==> src/rtl/spi_slave_pkg.sv <==
// Shared definitions for the SPI register slave: mode numbers, FSM states, R/W bit encoding.
package spi_slave_pkg;

  localparam int MODE0 = 0;
  localparam int MODE1 = 1;
  localparam int MODE2 = 2;
  localparam int MODE3 = 3;

  typedef enum logic [2:0] {
    IDLE,
    ADDR,
    WDATA,
    RDATA,
    DONE
  } state_t;

  localparam logic RW_WRITE = 1'b0;
  localparam logic RW_READ  = 1'b1;

endpackage

==> src/rtl/spi_sync_edge.sv <==
// Two-flop synchroniser for a bundle of asynchronous pins, with rise/fall detect on bit 0.
module spi_sync_edge #(
  parameter int           W       = 1,
  parameter logic [W-1:0] RST_VAL = '0
) (
  input  logic         clk_i,
  input  logic         rst_i,
  input  logic [W-1:0] d_i,
  output logic [W-1:0] q_o,
  output logic         rise_o,
  output logic         fall_o
);

  logic [W-1:0] meta_q;
  logic [W-1:0] sync_q;
  logic         prev_q;

  always_ff @(posedge clk_i or posedge rst_i) begin
    if (rst_i) begin
      meta_q <= RST_VAL;
      sync_q <= RST_VAL;
      prev_q <= RST_VAL[0];
    end else begin
      meta_q <= d_i;
      sync_q <= meta_q;
      prev_q <= sync_q[0];
    end
  end

  assign q_o    = sync_q;
  assign rise_o = sync_q[0] & ~prev_q;
  assign fall_o = ~sync_q[0] & prev_q;

endmodule

==> src/rtl/spi_reg_slave.sv <==
// SPI register-access slave: oversampled pins, all four SPI modes, write and read frames.
// Define SPI_STREAM_EN to keep transferring auto-incremented words while SEN stays low.
module spi_reg_slave
  import spi_slave_pkg::*;
#(
  parameter int ADDR_W   = 12,
  parameter int DATA_W   = 8,
  parameter int PAD_W    = 3,
  parameter int SPI_MODE = MODE0
) (
  input  logic              clk_i,
  input  logic              rst_i,
  input  logic              sclk_i,
  input  logic              sen_i,
  input  logic              sdi_i,
  output logic              sdo_o,
  output logic              sdo_oe_o,
  output logic              wr_valid_o,
  output logic [ADDR_W-1:0] wr_addr_o,
  output logic [DATA_W-1:0] wr_data_o,
  output logic              rd_req_o,
  output logic [ADDR_W-1:0] rd_addr_o,
  input  logic [DATA_W-1:0] rd_data_i,
  output logic              frame_err_o
);

  localparam int   FRAME_W = 1 + PAD_W + ADDR_W + DATA_W;
  localparam int   HDR_W   = FRAME_W - DATA_W;
  localparam int   CNT_W   = $clog2(FRAME_W + 1);
  localparam logic CPOL    = ((SPI_MODE >> 1) & 1) != 0;
  localparam logic CPHA    = (SPI_MODE & 1) != 0;

  logic [2:0] pins_s;
  logic       sclk_rise, sclk_fall;
  logic       sen_s, sdi_s;
  logic       lead_e, trail_e, sample_e, shift_e;

  spi_sync_edge #(
    .W       (3),
    .RST_VAL ({1'b0, 1'b1, CPOL})
  ) u_sync (
    .clk_i  (clk_i),
    .rst_i  (rst_i),
    .d_i    ({sdi_i, sen_i, sclk_i}),
    .q_o    (pins_s),
    .rise_o (sclk_rise),
    .fall_o (sclk_fall)
  );

  assign sen_s    = pins_s[1];
  assign sdi_s    = pins_s[2];
  assign lead_e   = CPOL ? sclk_fall : sclk_rise;
  assign trail_e  = CPOL ? sclk_rise : sclk_fall;
  assign sample_e = CPHA ? trail_e : lead_e;
  assign shift_e  = CPHA ? lead_e : trail_e;

  state_t            state_q;
  logic [CNT_W-1:0]  bit_cnt_q;
  logic [ADDR_W-1:0] addr_sh_q, cur_addr_q, wr_addr_q, rd_addr_q;
  logic [DATA_W-1:0] data_sh_q, wr_data_q, out_q;
  logic              rw_q, first_q, word_seen_q, rd_pend_q;
  logic              sdo_oe_q, wr_valid_q, rd_req_q, frame_err_q;

  logic [ADDR_W-1:0] addr_next, addr_inc;
  logic [DATA_W-1:0] data_next;
  logic              hdr_last, word_last, abort_err;

  assign addr_next = ADDR_W'({addr_sh_q, sdi_s});
  assign data_next = DATA_W'({data_sh_q, sdi_s});
  assign addr_inc  = cur_addr_q + 1'b1;
  assign hdr_last  = bit_cnt_q == CNT_W'(HDR_W - 1);
  assign word_last = bit_cnt_q == CNT_W'(DATA_W - 1);
  // Releasing SEN exactly on a word boundary after at least one word is a clean end.
  assign abort_err = !(bit_cnt_q == '0 && word_seen_q);

  always_ff @(posedge clk_i or posedge rst_i) begin
    if (rst_i) begin
      state_q     <= IDLE;
      bit_cnt_q   <= '0;
      addr_sh_q   <= '0;
      cur_addr_q  <= '0;
      wr_addr_q   <= '0;
      rd_addr_q   <= '0;
      data_sh_q   <= '0;
      wr_data_q   <= '0;
      out_q       <= '0;
      rw_q        <= RW_WRITE;
      first_q     <= 1'b0;
      word_seen_q <= 1'b0;
      rd_pend_q   <= 1'b0;
      sdo_oe_q    <= 1'b0;
      wr_valid_q  <= 1'b0;
      rd_req_q    <= 1'b0;
      frame_err_q <= 1'b0;
    end else begin
      wr_valid_q  <= 1'b0;
      rd_req_q    <= 1'b0;
      frame_err_q <= 1'b0;
      rd_pend_q   <= rd_req_q;

      case (state_q)
        IDLE: begin
          sdo_oe_q <= 1'b0;
          if (!sen_s) begin
            state_q     <= ADDR;
            bit_cnt_q   <= '0;
            addr_sh_q   <= '0;
            data_sh_q   <= '0;
            rw_q        <= RW_WRITE;
            word_seen_q <= 1'b0;
          end
        end

        ADDR: begin
          if (sen_s) begin
            state_q     <= IDLE;
            frame_err_q <= 1'b1;
          end else if (sample_e) begin
            bit_cnt_q <= bit_cnt_q + 1'b1;
            addr_sh_q <= addr_next;
            if (bit_cnt_q == '0) rw_q <= sdi_s;
            if (hdr_last) begin
              bit_cnt_q  <= '0;
              cur_addr_q <= addr_next;
              if (rw_q == RW_READ) begin
                rd_req_q  <= 1'b1;
                rd_addr_q <= addr_next;
                out_q     <= '0;
                first_q   <= 1'b1;
                sdo_oe_q  <= 1'b1;
                state_q   <= RDATA;
              end else begin
                state_q <= WDATA;
              end
            end
          end
        end

        WDATA: begin
          if (sample_e && word_last) begin
            wr_valid_q  <= 1'b1;
            wr_addr_q   <= cur_addr_q;
            wr_data_q   <= data_next;
            bit_cnt_q   <= '0;
            word_seen_q <= 1'b1;
`ifdef SPI_STREAM_EN
            cur_addr_q  <= addr_inc;
            state_q     <= sen_s ? IDLE : WDATA;
`else
            state_q     <= sen_s ? IDLE : DONE;
`endif
          end else if (sen_s) begin
            state_q     <= IDLE;
            frame_err_q <= abort_err;
          end else if (sample_e) begin
            bit_cnt_q <= bit_cnt_q + 1'b1;
            data_sh_q <= data_next;
          end
        end

        RDATA: begin
          if (sample_e && word_last) begin
            bit_cnt_q   <= '0;
            word_seen_q <= 1'b1;
`ifdef SPI_STREAM_EN
            if (sen_s) begin
              state_q  <= IDLE;
              sdo_oe_q <= 1'b0;
            end else begin
              cur_addr_q <= addr_inc;
              rd_addr_q  <= addr_inc;
              rd_req_q   <= 1'b1;
              first_q    <= 1'b1;
            end
`else
            state_q  <= sen_s ? IDLE : DONE;
            sdo_oe_q <= 1'b0;
`endif
          end else if (sen_s) begin
            state_q     <= IDLE;
            sdo_oe_q    <= 1'b0;
            frame_err_q <= abort_err;
          end else begin
            if (sample_e) bit_cnt_q <= bit_cnt_q + 1'b1;
            // The first shift edge of a word keeps the freshly loaded MSB on the line.
            if (shift_e) begin
              if (first_q) first_q <= 1'b0;
              else out_q <= {out_q[DATA_W-2:0], 1'b0};
            end
          end
        end

        DONE: begin
          sdo_oe_q <= 1'b0;
          if (sen_s) state_q <= IDLE;
        end

        default: state_q <= IDLE;
      endcase

      if (rd_pend_q) out_q <= rd_data_i;
    end
  end

  assign sdo_oe_o    = sdo_oe_q & ~sen_s;
  assign sdo_o       = sdo_oe_o & out_q[DATA_W-1];
  assign wr_valid_o  = wr_valid_q;
  assign wr_addr_o   = wr_addr_q;
  assign wr_data_o   = wr_data_q;
  assign rd_req_o    = rd_req_q;
  assign rd_addr_o   = rd_addr_q;
  assign frame_err_o = frame_err_q;

endmodule

==> config.mk <==
export PLATFORM = sky130hd
export DESIGN_NAME = spi_reg_slave
export DESIGN_NICKNAME = d
export VERILOG_FILES = /design/src/rtl/spi_slave_pkg.sv /design/src/rtl/spi_sync_edge.sv /design/src/rtl/spi_reg_slave.sv
export SDC_FILE = /design/constraint.sdc
export NUM_CORES = 1
export LEC_CHECK = 0
export BUFFER_PORTS_ARGS = -buffer_cell sky130_fd_sc_hd__buf_2
export CORE_MARGIN = 4
export CORE_UTILIZATION = 60
export CTS_BUF_LIST = sky130_fd_sc_hd__clkbuf_4
export DETAILED_ROUTE_END_ITERATION = 6
export PLACE_DENSITY = 0.81
export RECOVER_POWER = 100
export SETUP_SLACK_MARGIN = 0.2
export SLEW_MARGIN = 5
export SYNTH_ARGS = -nofsm -noshare
export SYNTH_HDL_FRONTEND = slang
export SYNTH_SLANG_ARGS = --single-unit
==> constraint.sdc <==
create_clock -name clk_i -period 5.9 [get_ports clk_i]
set_clock_uncertainty 0.15 [all_clocks]
set_input_delay 0.59 -clock clk_i [delete_from_list [all_inputs] [get_ports clk_i]]
set_output_delay 0.59 -clock clk_i [all_outputs]
set_load 0.02 [all_outputs]
* After elaboration in Yosys (flattened, before gate mapping)
Index checks and enable logic that the tools add are counted.
Word-level totals: bits in registers 93, output and inout port bits 37, word-level logic and storage cells 151
Cells by class: $add $sub $neg 1, eq/ne operators 32, mux-type cells 65, bitwise logic cells 7, reduce and logical (&&, ||, !) cells 26
Operators by type and width (number):
- $mux W8 | 9
- $mux W5 | 7
- $mux W11 | 3
- $mux W7 | 4
- $ne A3 B3 Y1 const B | 9
- $mux W1 | 25
- $ne A2 B2 Y1 const B | 12
- $pmux W11 S2 | 1
- $mux W3 | 7
- $pmux W8 S2 | 1
- $pmux W5 S3 | 1
- $reduce_and A5 Y1 | 3
- $pmux W7 S2 | 1
- $pmux W3 S4 | 1
- $reduce_and A6 Y1 | 2
- $ne A3 B2 Y1 const B | 3
- $reduce_and A9 Y1 | 1
- $reduce_bool A3 Y1 | 3
- $pmux W1 S2 | 4
- $reduce_and A4 Y1 | 2
- $reduce_and A8 Y1 | 1
- $reduce_bool A2 Y1 | 4
- $eq A3 B2 Y1 const B | 2
- $reduce_and A3 Y1 | 2
- other kinds (16) | 23

* Depth between registers and ports, before layout
depth in word-level cells 7, depth in mapped cells 9, depth with buffers taken out 8

* Cells and area by module
Synthesis repeated with hierarchy kept, for this count alone.
Unflattened totals: cells, all modules 350, area total of the unflattened synthesis 4012.6 µm²
Modules (own cells, without submodules):
- spi_reg_slave | times used 1, cells each 340, area an instance 3816.2 µm²
- spi_sync_edge | times used 1, cells each 10, area an instance 196.4 µm²

* Least setup slack after synthesis
Ideal clock, no wire load.
path kind flip-flop to flip-flop, start point register bit_cnt_q[0], end point register rd_addr_q[11], in the netlist rd_addr_o[11], library setup time 0.125 ns, arrival 1.827 ns, data required time 5.625 ns, slack 3.799 ns, stages on the path, launching flop included 9, path buffers 1, clock period less this slack 2.101 ns, cell sequence dfrtp_1 > ha_1 > nand3_1 > inv_1 > ha_1 > and4b_1 > nand3b_1 > buf_2 > mux2_2
Between the ends: longest elaborated chain between the ends 2
RTL lines:
- start: declaration | line spi_reg_slave.sv:58 | logic [CNT_W-1:0] bit_cnt_q;
- start signal: assignment | line spi_reg_slave.sv:119 | bit_cnt_q <= bit_cnt_q + 1'b1;
- start signal: assignment | line spi_reg_slave.sv:156 | bit_cnt_q <= bit_cnt_q + 1'b1;
- start signal: assignment | line spi_reg_slave.sv:184 | if (sample_e) bit_cnt_q <= bit_cnt_q + 1'b1;
- $eq A5 B4 Y1 | line spi_reg_slave.sv:71 | assign hdr_last = bit_cnt_q == CNT_W'(HDR_W - 1);
- $reduce_and A5 Y1 (no line)
- end signal: assignment | line spi_reg_slave.sv:127 | rd_addr_q <= addr_next;
- end: declaration | line spi_reg_slave.sv:59 | logic [ADDR_W-1:0] addr_sh_q, cur_addr_q, wr_addr_q, rd_addr_q;
No other way between the ends. A chain may end at the register's enable or synchronous reset.

==> out/qor.txt <==
antenna violations before repair -> 0
Net Sw Frac -> 0.260
starting density of the core -> 0.622
Max-Cap Viols -> 1
routability congestion estimate -> 0.828
DR pass1 iterations -> 4
CTS tree -> yes
Mapped Nets -> 340
layout net count -> 388
global-route wire length before repair -> 12.3 mm
Clk pin slew, worst setup/hold paths -> 0.15 ns
ys flop type -> dfrtp_1
Power Total -> 1.04 mW
# DRC -> 0
Synth Register Bits -> 93
dominant cells by area after synthesis -> dfrtp_1, mux2_2, mux2_1
antenna-violating nets left -> 0
io pins -> 50
Post-Syn Area -> 0.00397 mm^2
Crit. Startpoint -> rst_i
total track usage -> 0.203
clock period minus worst slack -> 3.15 ns
Hold WS -> 0.0965 ns
Least-Margin Pin Slew -> 1.80 ns
CTS Sinks -> 93
depth of the worst register-to-register path -> 4
sequential area share after synthesis -> 0.586
vias per cell -> 5.65
Critical Path Sink Type -> asynchronous set/reset pin
ys async rst share -> 1.00
crit share post-route -> 0.535
fin. max-slew vios -> 76
CTS buffer count -> 9
Core Rows -> 29
Worst setup endpoint -> state_q[0]
Sequential Power Share -> 0.656
final instance area -> 0.00428 mm^2
die area -> 0.00799 mm^2
VDD IR-drop max -> 0.000251 V
largest net degree at the start of global routing -> 76
sum of negative setup slack -> 0 ns
Setup crit start kind -> input port
# diodes -> 0
RSZ-0062 raised after global routing -> false
slowest CP cell -> clkbuf_2
Skew-Pair Late Insertion Delay -> 0.43 ns
slew margin rel. -> -0.197
Worst path max stage delay -> 1.41 ns
Chip Height -> 89.4 um
Via Count -> 2,552
Root Driver -> clkbuf_4
crit path kind -> input port to asynchronous set/reset pin
leading area contributor after synthesis -> dfrtp_1
most common cell in the netlist -> dfrtp_1
area share of the largest cell type after synthesis -> 0.573
PortBufs -> 49
post-synthesis cell type count -> 51
Detailed Route Iter0 Violations -> 145
H-tree levels -> 3
Area growth syn-to-layout -> 7.59%
worst r2r dst -> wr_addr_o[3]
Max Fclk -> 0.317 GHz
Pwr Density -> 242 mW/mm^2
post-layout util -> 0.669
Synth top cells by count -> dfrtp_1, nand2_1, mux2_2
worst-path maximum fanout -> 75
Die X -> 89.4 um
fraction of layout cells with a size suffix above 1 -> 0.184
post-DR wirelength/cell -> 16.3 um
Crit path required time -> 5.96 ns
endpoints failing hold -> 0
Leakage -> 2.13 nW
Internal -> 766 uW
R2R Setup Slk -> 2.75 ns
Synth warnings -> 0
status -> finished, violations left
min-delay worst type -> input port to register
Resize count post-CTS -> 0
total placed instance area -> 0.00425 mm^2
Critical Path AT -> 3.22 ns
worst reg2reg startpoint -> state_q[1]
failing checks -> max-capacitance violations, max-slew violations
Clock Path Buffers -> 2
Net Switching -> 269 uW
total congestion overflow -> 0
Clock power frac -> 0.280
DP HPWL -> 5.00 mm
Synth Instances -> 323
crit-path cells -> dlygate4sd3_1, clkbuf_1, clkinvlp_2, clkbuf_2
Setup-failing EPs final -> 0
syn avg cell area -> 12.3 um^2
vias in the first global route -> 2,569
WL final -> 7.36 mm
Comb pwr share -> 0.064
Core Area -> 0.00639 mm^2
number of synthesized flops with an enable pin -> 0
## stage by stage
stage / worst slack, ns / std cells
3_3_place_gp: 2.89 / 436
5_1_grt: 2.30 / 452
3_5_place_dp: 2.83 / 436
6_report: 2.75 / 452
2_1_floorplan: 2.74 / 323
4_1_cts: 2.83 / 452
## kinds of logic after synthesis
| kind of cell | Yosys count | share of synthesized area |
|---|---|---|
| simple gates | 88 | 0.131 |
| flops | 93 | 0.586 |
| fa+ha+maj | 4 | 0.0126 |
| compound gates | 51 | 0.0819 |
| mux | 54 | 0.151 |
| buf+inv | 33 | 0.0378 |
## area by class of cell
| type | instances | area (um^2) |
|---|---|---|
| Clock buffer | 9 | 67.6 |
| Timing Repair Buffer | 53 | 225 |
| Tap cell | 77 | 96.3 |
| Fill cell | 508 | 2110 |
| Clock inverter | 6 | 38.8 |
| Sequential cell | 93 | 2330 |
| Inverter | 17 | 65.1 |
| Multi-Input combinational cell | 197 | 1450 |
## timing repair
action | CTS | global route
setup buffers | 0 | 0
hold buffers | 1 | 0
hold endpoints to repair | 18 | 0
## routing by layer
metal  vias to the layer above  global-route usage  share of wire  wire length (um)
met5                         -                   0              0                 0
li1                       1212                   -              -                 -
met2                        41               0.337           0.50              3700
met1                      1291               0.270           0.45              3340
met3                         8              0.0461          0.032               236
met4                         0              0.0582          0.012                85
## state kept, by name, summed over array words and instances, names as in the netlist
signal,cells
word_seen_q,1
sdo_oe_q,1
wr_data_o,8
u_sync.prev_q,1
u_sync.meta_q,3
out_q,8
rd_req_o,1
addr_sh_q,11
state_q,3
frame_err_o,1
bit_cnt_q,5
cur_addr_q,12
wr_addr_o,12
wr_valid_o,1
rd_addr_o,12
first_q,1
data_sh_q,7
rd_pend_q,1
u_sync.q_o,3
rw_q,1
## how the worst min path moves through the flow
stage                           from               end  depth (start not counted)
floorplan           u_sync.meta_q[0]     u_sync.q_o[0]                          0
global route                   sen_i  u_sync.meta_q[1]                          1
global placement    u_sync.meta_q[2]     u_sync.q_o[2]                          0
CTS                            sen_i  u_sync.meta_q[1]                          1
finish                         sen_i  u_sync.meta_q[1]                          1
detailed placement  u_sync.meta_q[0]     u_sync.q_o[0]                          0
## cells in the final DEF, fill, tap and decap left out, types with 2 or more instances in the layout
cell / count
clkbuf_4: 9
o311ai_0: 2
inv_1: 16
nand2b_1: 4
nor2b_1: 10
dfrtp_1: 91
mux2_1: 19
clkbuf_1: 38
o21ai_0: 13
o21ai_1: 3
nand3_1: 8
and2_1: 2
mux2_2: 27
nor2_1: 8
ha_1: 4
a21oi_1: 21
mux2i_1: 8
nand2_1: 33
nand4b_1: 2
buf_2: 12
o211ai_1: 4
nand3_2: 7
clkinv_2: 2
nor3_1: 2
## critical path: cells and delay by family
family	cells	cell delay, ns
buffers and inverters	4	2.58
## power by group through the flow
| stage | sequential [mW] | combinational [mW] | clock (mW) |
|---|---|---|---|
| 5_1_grt | 0.684 | 0.0758 | 0.331 |
| 3_3_place_gp | 0.690 | 0.0663 | 0 |
| 2_1_floorplan | 0.684 | 0.0535 | 0 |
| 6_report | 0.679 | 0.0664 | 0.290 |
| 3_5_place_dp | 0.691 | 0.0698 | 0 |
| 4_1_cts | 0.679 | 0.0705 | 0.301 |
(Power assumes the default switching activity.)
